`src/rtl/mpu_host_pkg.sv`:
```
// Shared definitions for the MPU host-side controller: state encoding and default widths.
package mpu_host_pkg;
   localparam int MPU_DATA_W = 8;
   localparam int MPU_CNT_W  = 16;

   typedef enum logic [2:0] {
      ST_POWERUP,
      ST_IDLE,
      ST_RUN,
      ST_DONE,
      ST_COOLDOWN
   } state_t;
endpackage

```
`src/rtl/mpu_host_timer.sv`:
```
// Loadable up-counter with synchronous clear, count enable and terminal-count compare.
module mpu_host_timer #(
   parameter int CNT_W = 16
) (
   input  logic             i_clk,
   input  logic             i_reset,
   input  logic             i_clear,
   input  logic             i_load,
   input  logic [CNT_W-1:0] i_load_val,
   input  logic             i_en,
   input  logic [CNT_W-1:0] i_tc_val,
   output logic             o_tc
);
   logic [CNT_W-1:0] r_cnt;

   always_ff @(posedge i_clk) begin
      if (i_reset || i_clear) begin
         r_cnt <= '0;
      end else if (i_load) begin
         r_cnt <= i_load_val;
      end else if (i_en) begin
         r_cnt <= r_cnt + CNT_W'(1);
      end
   end

   assign o_tc = (r_cnt == i_tc_val);
endmodule

```
`src/rtl/mpu_host_interface.sv`:
```
// Host-side sequencer for the multicycle MPU: power-up reset, operand hand-off,
// result/timeout capture, and a cooldown reset between jobs.
module mpu_host_interface
   import mpu_host_pkg::*;
#(
   parameter int DATA_W          = MPU_DATA_W,
   parameter int START_DELAY     = 2,
   parameter int TIMEOUT_CYCLES  = 1024,
   parameter int COOLDOWN_CYCLES = 4,
   parameter int CNT_W           = MPU_CNT_W
) (
   input  logic              i_clk,
   input  logic              i_reset,
   input  logic              i_host_in_valid,
   input  logic [DATA_W-1:0] i_host_in_data,
   output logic              o_host_in_ready,
   output logic              o_mpu_reset,
   output logic              o_mpu_start,
   output logic [DATA_W-1:0] o_mpu_in,
   input  logic [DATA_W-1:0] i_mpu_out,
   output logic              o_result_valid,
   output logic [DATA_W-1:0] o_result_data,
   input  logic              i_result_ack,
   output logic              o_timeout,
   output logic              o_busy,
   output state_t            o_state
);
   // Host port: an operand transfers on any edge where valid and ready are both
   // high; ready is only asserted in IDLE. Result port: result_valid holds with
   // data/timeout until an edge with result_ack high.
   state_t            r_state, w_nxt_state;
   logic              r_mpu_reset, w_nxt_mpu_reset;
   logic              r_mpu_start, w_nxt_mpu_start;
   logic [DATA_W-1:0] r_mpu_in, w_nxt_mpu_in;
   logic              r_result_valid, w_nxt_result_valid;
   logic [DATA_W-1:0] r_result_data, w_nxt_result_data;
   logic              r_timeout, w_nxt_timeout;
   logic              w_tmr_clr, w_tmr_en, w_tmr_tc;
   logic [CNT_W-1:0]  w_tc_val;

   mpu_host_timer #(.CNT_W(CNT_W)) u_timer (
      .i_clk      (i_clk),
      .i_reset    (i_reset),
      .i_clear    (w_tmr_clr),
      .i_load     (1'b0),
      .i_load_val ('0),
      .i_en       (w_tmr_en),
      .i_tc_val   (w_tc_val),
      .o_tc       (w_tmr_tc)
   );

   always_ff @(posedge i_clk) begin
      if (i_reset) begin
         r_state        <= ST_POWERUP;
         r_mpu_reset    <= 1'b1;
         r_mpu_start    <= 1'b0;
         r_mpu_in       <= '0;
         r_result_valid <= 1'b0;
         r_result_data  <= '0;
         r_timeout      <= 1'b0;
      end else begin
         r_state        <= w_nxt_state;
         r_mpu_reset    <= w_nxt_mpu_reset;
         r_mpu_start    <= w_nxt_mpu_start;
         r_mpu_in       <= w_nxt_mpu_in;
         r_result_valid <= w_nxt_result_valid;
         r_result_data  <= w_nxt_result_data;
         r_timeout      <= w_nxt_timeout;
      end
   end

   always_comb begin
      w_nxt_state        = r_state;
      w_nxt_mpu_reset    = r_mpu_reset;
      w_nxt_mpu_start    = r_mpu_start;
      w_nxt_mpu_in       = r_mpu_in;
      w_nxt_result_valid = r_result_valid;
      w_nxt_result_data  = r_result_data;
      w_nxt_timeout      = r_timeout;
      w_tmr_clr          = 1'b0;
      w_tmr_en           = 1'b0;
      w_tc_val           = '0;
      case (r_state)
         ST_POWERUP: begin
            w_tc_val = CNT_W'(START_DELAY - 1);
            if (w_tmr_tc) begin
               w_nxt_state     = ST_IDLE;
               w_nxt_mpu_reset = 1'b0;
               w_tmr_clr       = 1'b1;
            end else begin
               w_tmr_en = 1'b1;
            end
         end
         ST_IDLE: begin
            if (i_host_in_valid) begin
               w_nxt_mpu_in    = i_host_in_data;
               w_nxt_timeout   = 1'b0;
               w_nxt_mpu_start = 1'b1;
               w_nxt_state     = ST_RUN;
               w_tmr_clr       = 1'b1;
            end
         end
         ST_RUN: begin
            // A result arriving on the timeout edge still counts as a result.
            w_tc_val = CNT_W'(TIMEOUT_CYCLES - 1);
            if (i_mpu_out != '0) begin
               w_nxt_result_data  = i_mpu_out;
               w_nxt_result_valid = 1'b1;
               w_nxt_timeout      = 1'b0;
               w_nxt_mpu_start    = 1'b0;
               w_nxt_state        = ST_DONE;
            end else if (w_tmr_tc) begin
               w_nxt_result_data  = '0;
               w_nxt_result_valid = 1'b1;
               w_nxt_timeout      = 1'b1;
               w_nxt_mpu_start    = 1'b0;
               w_nxt_state        = ST_DONE;
            end else begin
               w_tmr_en = 1'b1;
            end
         end
         ST_DONE: begin
            if (i_result_ack) begin
               w_nxt_result_valid = 1'b0;
               w_nxt_mpu_reset    = 1'b1;
               w_nxt_state        = ST_COOLDOWN;
               w_tmr_clr          = 1'b1;
            end
         end
         ST_COOLDOWN: begin
            w_tc_val = CNT_W'(COOLDOWN_CYCLES - 1);
            if (w_tmr_tc) begin
               w_nxt_mpu_reset = 1'b0;
               w_nxt_state     = ST_IDLE;
               w_tmr_clr       = 1'b1;
            end else begin
               w_tmr_en = 1'b1;
            end
         end
         default: begin
            w_nxt_state = ST_POWERUP;
         end
      endcase
   end

   assign o_host_in_ready = (r_state == ST_IDLE);
   assign o_busy          = (r_state != ST_IDLE);
   assign o_state         = r_state;
   assign o_mpu_reset     = r_mpu_reset;
   assign o_mpu_start     = r_mpu_start;
   assign o_mpu_in        = r_mpu_in;
   assign o_result_valid  = r_result_valid;
   assign o_result_data   = r_result_data;
   assign o_timeout       = r_timeout;
endmodule

```
`config.mk`:
```
export PLATFORM = sky130hd
export DESIGN_NAME = mpu_host_interface
export DESIGN_NICKNAME = d
export VERILOG_FILES = /design/src/rtl/mpu_host_pkg.sv /design/src/rtl/mpu_host_timer.sv /design/src/rtl/mpu_host_interface.sv
export SDC_FILE = /design/constraint.sdc
export NUM_CORES = 1
export LEC_CHECK = 0
export ABC_AREA = 1
export CORE_MARGIN = 1
export CORE_UTILIZATION = 42
export DETAILED_ROUTE_END_ITERATION = 8
export HOLD_SLACK_MARGIN = 0.1
export PLACE_DENSITY = 0.67
export SLEW_MARGIN = 20
export SYNTH_ARGS = -nofsm -noshare
export SYNTH_HDL_FRONTEND = slang
export SYNTH_HIERARCHICAL = 1
export SYNTH_SLANG_ARGS = --single-unit
```
`constraint.sdc`:
```
create_clock -name i_clk -period 6.1 [get_ports i_clk]
set_input_delay 1.22 -clock i_clk [delete_from_list [all_inputs] [get_ports i_clk]]
set_output_delay 1.22 -clock i_clk [all_outputs]
set_load 0.02 [all_outputs]
```
==> metrics <==
power per cell area between 200 and 250 mW/mm^2; GRT Util Overall about a fifth; switching power 0.0001831 W; Critical Path RT 6.33 ns; routed vias 2230; unrepaired setup endpoints after global routing no; global route overflow 0; area grow syn2layout 31.03%; final hold viol count 0; Setup TNS Final 0 ns; Post-Route WL 5294 um; Hold/Removal Path Class reg -> reg; H-tree depth 2; Finished Cell Area 0.002985 mm^2; fraction of layout cells with a size suffix above 1 12.12%; Final period util between 50 and 60%; final setup margin 2.688 ns; Worst-Margin Slew ~0.9 ns; Async SR Flop Fraction 0%; Combinational Power Share roughly a fifth; post-synthesis sequential element count 39; final slew viol count 0; clk_lat worst skew between 0.2 and 0.3 ns; I/O pin cnt 45; ys flop type dfxtp_1; Placeable Area 0.005172 mm^2; Non-Filler Instances around 470; Clk pwr share 37.9%; Worst EP arrival between 3 and 4 ns; pre-CTS WS 2.755 ns; DR top layer met4; Syn. warnings 6; DR pass1 iterations 4; clock slew at reported path FFs 0.08 ns; slew margin rel. 39.52%; met3 wire length 261 um; CTS Hold Buffers Added 0; register area share after synthesis around 34%; Nets between 400 and 500; port bufs between 40 and 50; gp weighted congestion 0.8520; critical path class reg -> reg; # clock sinks 39; effective utilization at floorplan 44.05%; first-pass GRT wire length 8673 um; Die W 75.66 um; Max Freq 293.1 MHz; max_cap viols 0; crit path capture type flip-flop; diode count 0; number of global-route vias before repair between 1500 and 2000; routed wl met2 2323 um; Final HPWL DP 3907 um; WL met1 2646 um; largest net degree at the start of global routing 22; Setup crit start kind flip-flop; Synth Area per Inst 6.946 um^2; synth cell count leaders nand2_1, dfxtp_1, nor2_1; Cells after Synth between 300 and 400; final setup fails 0; post-layout min period 3.412 ns; total die area ~0.0057 mm^2; cell taking the most area after synthesis dfxtp_1; initial antenna violation count 0; Int Pwr 0.0004914 W; worst hold slack 0.4543 ns; Netlist cell types 34; Post-CTS Setup Inserts 0; CTS tree done; Area contributors post-synth dfxtp_1, nand2_1, nand3_1, nor2_1, a21oi_1; Final Skew 0.005742 ns; part of the power in registers between 40% and 50%; cell with the most instances after synthesis nand2_1; CTS buffer count 5; WL per Instance between 10 and 15 um; Placed Area 0.002853 mm^2; CTS max path bufs 2; Static Leak 1.211 nW; switch share 27.14%; status complete, no violations; # DRC 0; worst vdd ir 0.1242 mV; Avg Vias per Cell 4.785; placed cells 458; Synth Cell Area 0.002278 mm^2; clk root buf clkbuf_8; Cell Rows 26; share of the synthesized area in the top cell type 34.27%; Critical Path Fanout Max 21; height of the die 75.66 um; Post-DRT Antenna Nets 0; 1st-iter DRT viols approximately 100; Post-synth EDFFs 0; CTS-repair resized insts 0
-- registers in the layout, summed over array words and instances, names as in the netlist --
name / flops
o_state: 3
u_timer/r_cnt: 16
o_mpu_in: 8
o_timeout: 1
o_mpu_reset: 1
o_result_data: 8
o_mpu_start: 1
o_result_valid: 1
-- critical path: stages (launching register included) --
cell	delay, ns
dfxtp_1	0.41
inv_2	0.08
nor3_4	0.70
inv_2	0.09
o21ai_0	0.13
xnor2_1	0.14
nand2_1	0.07
nor3_1	0.13
nand2_1	0.07
nor2_1	0.22
inv_1	0.15
nand3_2	0.15
nand2_1	0.15
nor2_2	0.53
a22oi_1	0.17
a21oi_2	0.17
-- power by group through the flow --
stage / Clock (W) / Sequential, W / Combinational, W
6_report: 0.000255 / 0.000286 / 0.000134
4_1_cts: 0.000260 / 0.000286 / 0.000133
3_3_place_gp: 0 / 0.000291 / 0.000131
5_1_grt: 0.000272 / 0.000288 / 0.000148
3_5_place_dp: 0 / 0.000292 / 0.000132
2_1_floorplan: 0 / 0.000297 / 0.0000817
-- layout make-up --
cell class	instances	area [um^2]
Timing Repair Buffer	44	440.4
Multi-Input combinational cell	267	1401
Tap cell	70	87.58
Fill cell	496	2187
Clock buffer	6	72.57
Inverter	38	142.6
Clock inverter	2	60.06
Sequential cell	39	780.7
-- cells by family after synthesis --
| group | after synthesis | share of synthesized area (%) |
|---|---|---|
| AOI/OAI and AO/OA | 59 | 14.88 |
| xor gates and xnor gates | 16 | 6.151 |
| adders and majority gates | 1 | 0.5491 |
| buffers and inverters | 47 | 8.347 |
| DFF | 39 | 34.27 |
| other | 1 | 0.1646 |
| and+or+nand+nor | 165 | 35.64 |
-- through the flow --
| stage | utilization [%] | power (W) |
|---|---|---|
| after floorplan | - | 0.0003791 |
| final | 57.72 | 0.0006745 |
| after global placement | 55.15 | 0.0004222 |
| after detailed placement | 55.15 | 0.0004237 |
| after global routing | 57.72 | 0.0007083 |
| after CTS | 57.72 | 0.0006785 |
-- cell usage in the layout, fill, tap and decap left out, types with 6 or more instances in the layout --
| master | instances |
|---|---|
| a21oi_1 | 24 |
| clkdlybuf4s50_1 | 44 |
| nand2_1 | 62 |
| inv_1 | 29 |
| dfxtp_1 | 39 |
| conb_1 | 26 |
| nor2_2 | 10 |
| nor2_1 | 33 |
| inv_2 | 8 |
| nand2_2 | 6 |
| nand4_1 | 6 |
| a22oi_1 | 11 |
| xor2_1 | 9 |
| o21ai_0 | 14 |
| nand3_1 | 27 |
| xnor2_1 | 7 |
-- per-layer routing --
| layer | vias up | GRT usage [%] |
|---|---|---|
| li1 | 1180 | - |
| met1 | 1002 | 27.78 |
| met2 | 42 | 30.95 |
| met3 | 6 | 4.894 |
| met4 | 0 | 5.556 |
| met5 | - | 0 |
-- worst paths after layout --
| kind | depth (start not counted) | slack, ns | startpoint | end |
|---|---|---|---|---|
| setup / recovery | 15 | 2.69 | o_state[1] | u_timer/r_cnt[12] |
| setup reg to reg | 15 | 2.69 | o_state[1] | u_timer/r_cnt[12] |
| hold reg to reg | 2 | 0.45 | o_mpu_start | o_mpu_start |
| hold / removal | 2 | 0.45 | o_mpu_start | o_mpu_start |
(Power assumes the default switching activity.)
